## src/rtl/lockin_frame_packer.sv

```systemverilog
// lockin_frame_packer: averages 2^n lock-in results and streams each averaged snapshot as a byte frame.
// Define LOCKIN_PACKER_CHECKSUM_EN to append an XOR checksum byte (14-byte frame instead of 13).
module lockin_frame_packer #(
  parameter int OUTPUT_WIDTH = 24,
  parameter int AVG_LOG2_MAX = 4
) (
  input  logic                           clk,
  input  logic                           rst,
  input  logic signed [OUTPUT_WIDTH-1:0] i_channel,
  input  logic signed [OUTPUT_WIDTH-1:0] q_channel,
  input  logic        [OUTPUT_WIDTH-1:0] magnitude,
  input  logic        [15:0]             phase,
  input  logic                           result_valid,
  input  logic                           locked,
  input  logic        [2:0]              avg_log2,
  output logic        [7:0]              tx_data,
  output logic                           tx_valid,
  input  logic                           tx_ready,
  output logic                           frame_busy,
  output logic        [7:0]              overrun_cnt
);
  localparam int ACC_W = OUTPUT_WIDTH + AVG_LOG2_MAX;
  localparam int CNT_W = (AVG_LOG2_MAX > 0) ? AVG_LOG2_MAX : 1;
`ifdef LOCKIN_PACKER_CHECKSUM_EN
  localparam logic [3:0] LAST_IDX = 4'd13;
`else
  localparam logic [3:0] LAST_IDX = 4'd12;
`endif

  typedef enum logic {IDLE, SEND} state_t;

  function automatic logic [2:0] clamp_n(input logic [2:0] a);
    return (32'(a) > AVG_LOG2_MAX) ? 3'(AVG_LOG2_MAX) : a;
  endfunction

  function automatic logic [OUTPUT_WIDTH-1:0] avg_signed(input logic signed [ACC_W-1:0] s,
                                                         input logic [2:0] n);
    return OUTPUT_WIDTH'(s >>> n);
  endfunction

  function automatic logic [OUTPUT_WIDTH-1:0] avg_unsigned(input logic [ACC_W-1:0] s,
                                                           input logic [2:0] n);
    return OUTPUT_WIDTH'(s >> n);
  endfunction

  state_t                   state_q, state_d;
  logic [3:0]               idx_q, idx_d;
  logic signed [ACC_W-1:0]  acc_i_p0, acc_q_p0, sum_i, sum_q;
  logic [ACC_W-1:0]         acc_m_p0, sum_m;
  logic [CNT_W-1:0]         win_cnt_p0, win_len_m1;
  logic [2:0]               n_win_p0, n_cur;
  logic                     win_last, hs, last_hs, snap_free, snap_load, snap_drop;
  logic                     ovr_q;
  logic [7:0]               flags_p1;
  logic [OUTPUT_WIDTH-1:0]  i_p1, q_p1, m_p1;
  logic [15:0]              ph_p1;
  logic [7:0]               frame_byte;

  // Stage p0: window accumulation; n is latched by the first result of a window
  assign n_cur      = (win_cnt_p0 == '0) ? clamp_n(avg_log2) : n_win_p0;
  assign win_len_m1 = CNT_W'((32'd1 << n_cur) - 32'd1);
  assign win_last   = (win_cnt_p0 == win_len_m1);
  assign sum_i = acc_i_p0 + {{AVG_LOG2_MAX{i_channel[OUTPUT_WIDTH-1]}}, i_channel};
  assign sum_q = acc_q_p0 + {{AVG_LOG2_MAX{q_channel[OUTPUT_WIDTH-1]}}, q_channel};
  assign sum_m = acc_m_p0 + {{AVG_LOG2_MAX{1'b0}}, magnitude};

  assign hs        = tx_valid && tx_ready;
  assign last_hs   = hs && (idx_q == LAST_IDX);
  assign snap_free = (state_q == IDLE) || last_hs;
  assign snap_load = result_valid && win_last && snap_free;
  assign snap_drop = result_valid && win_last && !snap_free;

  always_ff @(posedge clk or posedge rst) begin
    if (rst) begin
      acc_i_p0    <= '0;
      acc_q_p0    <= '0;
      acc_m_p0    <= '0;
      win_cnt_p0  <= '0;
      n_win_p0    <= '0;
      ovr_q       <= 1'b0;
      overrun_cnt <= '0;
      flags_p1    <= '0;
      i_p1        <= '0;
      q_p1        <= '0;
      m_p1        <= '0;
      ph_p1       <= '0;
    end else if (result_valid) begin
      if (win_last) begin
        acc_i_p0   <= '0;
        acc_q_p0   <= '0;
        acc_m_p0   <= '0;
        win_cnt_p0 <= '0;
        // Stage p1: snapshot of the averaged window, held for the whole frame
        if (snap_free) begin
          flags_p1 <= {3'b000, n_cur, ovr_q, locked};
          i_p1     <= avg_signed(sum_i, n_cur);
          q_p1     <= avg_signed(sum_q, n_cur);
          m_p1     <= avg_unsigned(sum_m, n_cur);
          ph_p1    <= phase;
          ovr_q    <= 1'b0;
        end else begin
          ovr_q <= 1'b1;
          if (overrun_cnt != 8'hFF) overrun_cnt <= overrun_cnt + 8'd1;
        end
      end else begin
        acc_i_p0   <= sum_i;
        acc_q_p0   <= sum_q;
        acc_m_p0   <= sum_m;
        win_cnt_p0 <= win_cnt_p0 + 1'b1;
        if (win_cnt_p0 == '0) n_win_p0 <= n_cur;
      end
    end
  end

  always_ff @(posedge clk or posedge rst) begin
    if (rst) begin
      state_q <= IDLE;
      idx_q   <= '0;
    end else begin
      state_q <= state_d;
      idx_q   <= idx_d;
    end
  end

  always_comb begin
    state_d = state_q;
    idx_d   = idx_q;
    case (state_q)
      IDLE: begin
        if (snap_load) begin
          state_d = SEND;
          idx_d   = '0;
        end
      end
      SEND: begin
        if (hs) begin
          if (idx_q == LAST_IDX) begin
            state_d = snap_load ? SEND : IDLE;
            idx_d   = '0;
          end else begin
            idx_d = idx_q + 4'd1;
          end
        end
      end
      default: begin
        state_d = IDLE;
        idx_d   = '0;
      end
    endcase
  end

`ifdef LOCKIN_PACKER_CHECKSUM_EN
  logic [7:0] csum;
  assign csum = flags_p1 ^ i_p1[23:16] ^ i_p1[15:8] ^ i_p1[7:0]
              ^ q_p1[23:16] ^ q_p1[15:8] ^ q_p1[7:0]
              ^ m_p1[23:16] ^ m_p1[15:8] ^ m_p1[7:0]
              ^ ph_p1[15:8] ^ ph_p1[7:0];
`endif

  always_comb begin
    frame_byte = 8'h00;
    case (idx_q)
      4'd0:  frame_byte = 8'hA5;
      4'd1:  frame_byte = flags_p1;
      4'd2:  frame_byte = i_p1[23:16];
      4'd3:  frame_byte = i_p1[15:8];
      4'd4:  frame_byte = i_p1[7:0];
      4'd5:  frame_byte = q_p1[23:16];
      4'd6:  frame_byte = q_p1[15:8];
      4'd7:  frame_byte = q_p1[7:0];
      4'd8:  frame_byte = m_p1[23:16];
      4'd9:  frame_byte = m_p1[15:8];
      4'd10: frame_byte = m_p1[7:0];
      4'd11: frame_byte = ph_p1[15:8];
      4'd12: frame_byte = ph_p1[7:0];
`ifdef LOCKIN_PACKER_CHECKSUM_EN
      4'd13: frame_byte = csum;
`endif
      default: frame_byte = 8'h00;
    endcase
  end

  always_comb begin
    tx_valid   = (state_q == SEND);
    frame_busy = (state_q == SEND);
    tx_data    = (state_q == SEND) ? frame_byte : 8'h00;
  end

endmodule
```

## config.mk

```make
export PLATFORM = sky130hd
export DESIGN_NAME = lockin_frame_packer
export DESIGN_NICKNAME = d
export VERILOG_FILES = /design/src/rtl/lockin_frame_packer.sv
export SDC_FILE = /design/constraint.sdc
export NUM_CORES = 1
export LEC_CHECK = 0
export ABC_AREA = 0
export CORE_MARGIN = 4
export CORE_UTILIZATION = 45
export CTS_CLUSTER_SIZE = 12
export DETAILED_ROUTE_END_ITERATION = 8
export GPL_TIMING_DRIVEN = 0
export HOLD_SLACK_MARGIN = 0.05
export PLACE_DENSITY = 0.76
export SYNTH_ARGS = -nofsm -noshare
export SYNTH_HDL_FRONTEND = slang
export SYNTH_SLANG_ARGS = --single-unit
```

## constraint.sdc

```tcl
create_clock -name clk -period 20 [get_ports clk]
set_clock_uncertainty 0.1 [all_clocks]
set_input_delay 4 -clock clk [delete_from_list [all_inputs] [get_ports clk]]
set_output_delay 4 -clock clk [all_outputs]
set_load 0.05 [all_outputs]
```

Word-level counts from Yosys, hierarchy flattened --
Index checks and enable logic that the tools add are counted.
Word-level totals: register bits after elaboration 198, output and inout bits 18
Cells by class: bitwise gates (word level) 3, mux-type cells 17, equal/unequal tests 16, shift operators 4, order comparisons 1, reductions and logical operators 12, add/subtract/negate cells 7
Operators by type and width (count):
- 8-bit case mux with 13 select lines | 1
- 28-bit two-way mux | 3
- 28-bit adder | 2
- 28-bit by 3-bit >>> shifter with 24-bit output | 2
- 28-bit by 24-bit adder with 28-bit output | 1
- 28-bit by 3-bit right shift with 24-bit output | 1
- 4-bit == test, second input constant | 5
- 4-bit by 3-bit == test with 1-bit output, second input constant | 4
- 4-bit two-way mux | 4
- 4-bit by 1-bit adder with 4-bit output, second input constant | 2
- 8-bit by 1-bit adder with 8-bit output, second input constant | 1
- 4-bit by 2-bit == test with 1-bit output, second input constant | 2
- 4-bit logical NOT | 2
- 8-bit two-way mux | 1
- 8-bit inequality test, second input constant | 1
- 4-bit case mux with 2 select lines | 1
- 3-bit two-way mux | 2
- 3-bit AND reduction | 2
- 4-bit by 1-bit == test with 1-bit output, second input constant | 1
- 4-bit == test | 1
- 1-bit logical AND | 4
- 1-bit two-way mux | 4
- 2-bit AND reduction | 2
- 4-bit AND reduction | 1
- 8 further kinds | 10

Logic depth before layout (Yosys ltp) --
depth in word-level cells 12, gate-level depth with buffers 20

Least setup slack after synthesis --
Ideal clock, no wire load.
kind input -> register, start input port avg_log2[1], end register m_p1[23], data arrival time 7215 ps, path slack 12562 ps, stages on the path 15, path buffers 4, data required time 19777 ps, cells stage by stage nor2b_1 mux2i_1 clkbuf_1 clkbuf_1 clkbuf_1 nand3_1 ha_1 xnor2_1 a41oi_1 a311oi_4 nand2_2 a21oi_4 nand2_2 clkbuf_1 o221a_1
On the way: longest elaborated chain between the ends 7, elaborated cells between the ends (all ways) 8, classes of those cells 1 x add/sub; 1 x order compare; 1 x eq/ne; 2 x shift; 2 x mux; 1 x reduce/logical
RTL lines:
- start: declaration | RTL line 15 | input logic [2:0] avg_log2,
- 3-bit > comparator | RTL line 33 | return (32'(a) > AVG_LOG2_MAX) ? 3'(AVG_LOG2_MAX) : a;
- 3-bit two-way mux * | RTL line 33
- 3-bit two-way mux * | RTL line 60 | assign n_cur = (win_cnt_p0 == '0) ? clamp_n(avg_log2) : n_win_p0;
- 1-bit by 3-bit << shifter with 4-bit output | RTL line 61 | assign win_len_m1 = CNT_W'((32'd1 << n_cur) - 32'd1);
- 4-bit by 1-bit subtractor with 4-bit output | RTL line 61
- 4-bit == test | RTL line 62 | assign win_last = (win_cnt_p0 == win_len_m1);
- 3-bit AND reduction (no line)
- end signal: assignment | RTL line 98 | m_p1 <= avg_unsigned(sum_m, n_cur);
- end: declaration | RTL line 55 | logic [OUTPUT_WIDTH-1:0] i_p1, q_p1, m_p1;
Every way passes the cells marked *; elsewhere a longest branch is shown, timed or not. A chain may end at the register's enable or synchronous reset.

Worst setup path after layout --
start input port avg_log2[2], end register acc_m_p0[9]
On the way: longest elaborated chain between the ends 7
RTL lines:
- 3-bit > comparator | RTL line 33
- 3-bit two-way mux * | RTL line 33
- 3-bit two-way mux * | RTL line 60
- 1-bit by 3-bit << shifter with 4-bit output * | RTL line 61
- 4-bit by 1-bit subtractor with 4-bit output * | RTL line 61
- 4-bit == test * | RTL line 62
- 28-bit two-way mux * | RTL line 88 | if (win_last) begin
- end signal: assignment | RTL line 108 | acc_m_p0 <= sum_m;
- end: declaration | RTL line 49 | logic [ACC_W-1:0] acc_m_p0, sum_m;
Marked as above.

==> impl_metrics.json <==
{
  "dp_hpwl_um": 43400,
  "numCtsBuffers": 17,
  "drive_above_1_share_pct": 5.87,
  "fin_util_pct": 53.3,
  "arrival_ns": 10.48,
  "grt_pass1_wl_um": 86900,
  "synth_top_area_share_pct": 32.7,
  "drtIter0Drc": 1845,
  "cts_sinks": 198,
  "ctsHoldBuffers": 0,
  "dp_slack_ns": 9.68,
  "worstHoldPathType": "reg -> reg",
  "clock_latency_ns": 0.47,
  "cts_tree": "done",
  "max_slew_margin_pct": 27.7,
  "clock_path_buffers": 2,
  "synthArstFlopShare_pct": 100,
  "cts_root_buf": "clkbuf_16",
  "synth-seq-cells": 198,
  "cp-end-kind": "register",
  "coreArea_um2": 32900,
  "grtUsageTotal_pct": 30.6,
  "dr.pass1.iters": 6,
  "setup_viol": 0,
  "slew_violations": 0,
  "via_per_inst": 6.24,
  "setup_tns_ns": 0,
  "critPathMaxFanout": 10,
  "hold_viol_final": 0,
  "num_io_pins": 114,
  "synth.distinct_cells": 82,
  "grt_pass1_vias": 14700,
  "timing.fmax_mhz": 97.6,
  "status": "finished clean",
  "routabilityCongestion": 1.01,
  "drv_cap": 0,
  "synth_nets": 2050,
  "areaGrowthSynthToFinish_pct": 15.5,
  "yosysTopAreaCell": "dfrtp_1",
  "dieArea_um2": 36700,
  "seq_area_frac_synth_pct": 32.7,
  "ys_warn_count": 0,
  "setup_slack_ns": 9.75,
  "initial_core_util_pct": 46.1,
  "cts_max_level": 4,
  "grt_antenna_before_repair": 0,
  "fp.dieH_um": 192,
  "layout_min_cycle_time_ns": 10.25,
  "routedWlPerCell_um": 23.0,
  "clkTransAtPathRegs_ns": 0.08,
  "whs_ns": 0.379,
  "synth-edff-count": 0,
  "syn-instance-count": 1865,
  "die_x_um": 192,
  "nNetsFinal": 2182,
  "drtAntennaViolNets": 0,
  "critical_path_class": "in -> reg",
  "synth_area_leaders": "dfrtp_1 (33%), nand2_1 (7.1%), ha_1 (7.1%), a21oi_1 (4.9%), o21ai_0 (4.3%)",
  "period_share_pct": 51.3,
  "rsz0062_at_grt": "false",
  "setup.worst_path.start_class": "primary input",
  "post-cts-setup-buffer-count": 0,
  "port_buffers": 112,
  "worstMarginPinSlew_ns": 1.08,
  "cts_resized": 0,
  "rows": 66,
  "drc": 0,
  "antenna_cells": 0,
  "vias": 15300,
  "syn_area_um2": 15200,
  "cp.required_ns": 20.23,
  "synth_area_per_cell_um2": 8.13,
  "routed_wl_um": 56400,
  "synth-main-ff-cell": "dfrtp_1",
  "grt_max_degree": 117,
  "grt.overflow.total": 0
}
==> synthesized netlist by cell type (all sizes together) (7+ instances only) <==
cell type / count
o31ai: 8
and2: 7
a211oi: 33
a221o: 10
a21o: 41
nand2: 291
a22oi: 32
o21bai: 9
nor2: 138
buf: 29
mux2: 30
a222oi: 8
nand3: 26
dfrtp: 198
o22ai: 75
a221oi: 9
a21oi: 151
nor2b: 11
and3: 15
o211ai: 27
xor2: 35
nand4: 16
or2: 7
nor3: 16
o21a: 22
xnor2: 47
a211o: 7
a31oi: 29
clkbuf: 88
ha: 86
mux2i: 25
inv: 93
o21ai: 134
a22o: 8
==> cells by family after synthesis <==
group / after synthesis / share of synthesized area [%]
AOI/OAI and AO/OA: 671 / 29.3
and+or+nand+nor: 552 / 15.5
buffers and inverters: 212 / 5.44
DFF: 198 / 32.7
adders and majority gates: 89 / 7.49
xor gates and xnor gates: 82 / 4.74
muxes: 61 / 4.85
==> cells in the final DEF, fill, tap and decap left out, drive strengths merged, types with 9 or more instances in the layout <==
cell type        n
buf             30
nand3           26
dfrtp          198
xnor2           47
ha              86
a21oi          151
a221o           10
o22ai           75
mux2i           25
o21bai           9
nand2          291
nand4           16
inv            103
nor2b           11
a221oi           9
o21a            22
xor2            35
a31oi           29
and3            15
o211ai          27
nor2           138
o21ai          134
mux2            30
a21o            41
a22oi           32
a211oi          33
nor3            16
clkdlybuf4s50  112
clkbuf         105
==> worst max-delay path: stages <==
cell and delay (ns):
clkdlybuf4s50_1 0.59, nor2b_1 0.13, mux2i_1 0.76, clkbuf_1 0.64, clkbuf_1 0.54, clkbuf_1 0.72
nand3_1 0.21, ha_1 0.26, xnor2_1 0.31, a41oi_1 0.12, a311oi_4 0.61, clkinv_1 0.55
nand2_1 0.46, buf_2 0.39, o22ai_1 0.15
==> path summary, 6_finish.rpt <==
kind / end / start / depth (start not counted) / slack (ns)
max: acc_m_p0[9] / avg_log2[2] / 15 / 9.75
min: m_p1[15] / m_p1[15] / 2 / 0.38
max reg2reg: acc_m_p0[9] / win_cnt_p0[0] / 17 / 12.75
min reg2reg: m_p1[15] / m_p1[15] / 2 / 0.38
max in group asynchronous: acc_m_p0[11] / rst / 3 / 14.84
min in group asynchronous: overrun_cnt[0] / rst / 2 / 3.91
==> per-layer routing <==
layer | track usage (%) | wire (um)
met4 | 11.5 | 2200
met5 | 0 | 0
met1 | 42.2 | 24200
met2 | 47.6 | 24700
met3 | 6.09 | 5300
==> per-stage QoR <==
step / instances / area, um^2
floorplan: 1865 / 15200
global placement: 2419 / 16800
detailed placement: 2420 / 16900
CTS: 2452 / 17500
global route: 2452 / 17500
finish: 2452 / 17500
==> flip-flops by register name (all words and copies together), names as in the netlist <==
signal,count
i_p1,24
idx_q,4
acc_m_p0,28
q_p1,24
ovr_q,1
n_win_p0,3
frame_busy,1
ph_p1,16
flags_p1,5
overrun_cnt,8
acc_q_p0,28
m_p1,24
acc_i_p0,28
win_cnt_p0,4
==> cell type report <==
type                    count  area [um^2]
inverters                  95          364
repair buffers            113         1150
plain buffers             117          469
clock buffers              17          425
clock inverters            15          221
multi-input cells        1455         9390
fillers                  3152        15300
well taps                 442          553
flip-flops and latches    198         4950
Power is left out: the tool's default activity adds up to more than one toggle a clock period on the data nets, which glitch-free logic cannot reach.
==> RTL change (same flow settings) <==
Compare `idx_q` against `LAST_IDX` with >= in place of ==.
--- a/src/rtl/lockin_frame_packer.sv
+++ b/src/rtl/lockin_frame_packer.sv
@@ -65,7 +65,7 @@
   assign sum_m = acc_m_p0 + {{AVG_LOG2_MAX{1'b0}}, magnitude};
 
   assign hs        = tx_valid && tx_ready;
-  assign last_hs   = hs && (idx_q == LAST_IDX);
+  assign last_hs   = hs && (idx_q >= LAST_IDX);
   assign snap_free = (state_q == IDLE) || last_hs;
   assign snap_load = result_valid && win_last && snap_free;
   assign snap_drop = result_valid && win_last && !snap_free;
Check against the original RTL: same outputs for any inputs over 4 cycles, from zero or initial values and one cycle with rst high; that may be too few to reach the edited logic, so the function may still have changed.
==> RTL change against the original RTL <==
- die area grew 5.5%
- synthesized area grew 5.8%
- sequential share of layout area shrank 1.3 points
- sequential cell count is the same
- the run now ends with design-rule violations, max-capacitance violations, max-slew violations left
- worst setup slack gained 1.5 ns
- final area grew 4.8%
- global-route usage grew 1.6 points
- critical path type unchanged
- worst hold slack gained 0.0028 ns
- wire length grew 14%
==> RTL change: results (changes against the original RTL) <==
setup_path:
  cp_data_arrival_time_ns: 9.03  # -1.45 ns
  cp_slowest_cell: "clkbuf_1"
  crit_path_max_incr_delay_ns: 0.73  # -0.03 ns
  r2r_end: "ovr_q"
timing:
  maxSlewViolCount: 11  # +11
  hold_ws_ns: 0.382  # +0.00281 ns
route:
  drt-initial-drc-count: 2204  # +19%
  wl_per_cell_um: 24.8  # +7.9%
  remaining_drc_errors: 3  # +3
  drtPass1Iterations: 9  # +3
place:
  gp_congestion: 1.04  # +2.8%
  dp_cells: 2570  # +6.2%
finish:
  multi_input_cells: 1623  # +12%
  syn2layout_area_growth_pct: 14.4
  multi_input_area_share_pct: 56.5  # +3.0 points
  clock_area_share_pct: 3.21  # -0.48 points
  layout-drive-gt1-share_pct: 4.84  # -1.0 points
  nFillCells: 3315  # +5.2%
  bufAreaShareNonClock_pct: 9.29  # +0.058 points
yosys:
  synth-seq-area-share_pct: 30.9  # -1.8 points
  syn_area_per_cell_um2: 8.01  # -1.5%
  synth_cell_types: 92  # +12%
  yosys-top-cells-count: "307 x nand2_1, 198 x dfrtp_1, 177 x nor2_1, 153 x a21oi_1, 113 x o21ai_0"
run:
  drv_cap: 1  # +1
grt:
  grt_pass1_vias: 15900  # +8.1%
  use_met1_pct: 45.9  # +3.6 points
  grt_pass1_wl_um: 96700  # +11%
  antenna_found_initial: 1  # +1
  grt_use_total_pct: 32.2  # +1.6 points
hold_path:
  hold_path_end: "m_p1[10]"
run_status:
  violations: "design-rule violations, max-capacitance violations, max-slew violations"
  status: "finished with violations"
RTL change: changes by cell type after synthesis, moves of 19 or more:
cell,unedited run,this run
inv_1,93,39
o22ai_1,74,4
nor2_1,137,177
nor3_1,16,41
o211ai_1,26,48
o21ai_1,3,24
nand2_1,288,307
nand3_1,26,75
o2bb2ai_1,3,39
RTL change: routing by layer:
| metal | share of wire (%) | up-vias |
|---|---|---|
| met2 | 43 | 1060 |
| met3 | 11 | 159 |
| li1 | - | 7683 |
| met5 | 0.020 | - |
| met4 | 3.4 | 2 |
| met1 | 42 | 8169 |
RTL change: cells by family after synthesis:
| kind of cell | count (synthesis) | synth area share, % |
|---|---|---|
| AND/OR/NAND/NOR | 712 | 19.6 |
| flip-flops | 198 | 30.9 |
| adder cells (fa/ha/maj) | 89 | 7.08 |
| XOR/XNOR | 75 | 4.19 |
| buffers and inverters | 181 | 4.41 |
| multiplexers | 58 | 4.45 |
| AO/OA/AOI/OAI | 689 | 29.4 |
RTL change: worst max-delay path by stage:
stage               cells after the start        start     endpoint  slack [ns]
finish                                 16  avg_log2[2]        ovr_q       11.21
floorplan                               1          rst  acc_i_p0[0]       10.50
global placement                        2          rst  acc_m_p0[3]        7.43
CTS                                    16  avg_log2[2]        ovr_q       11.39
detailed placement                     16  avg_log2[2]        ovr_q       10.90
global route                           16  avg_log2[2]        ovr_q       11.03
RTL change: power groups by stage:
stage | clock (mW) | sequential [mW] | combinational [mW]
finish | 0.368 | 0.726 | 2.83
detailed placement | 0 | 0.726 | 2.69
floorplan | 0 | 0.686 | 1.85
global route | 0.388 | 0.741 | 3.00
global placement | 0 | 0.722 | 2.66
CTS | 0.370 | 0.720 | 2.71
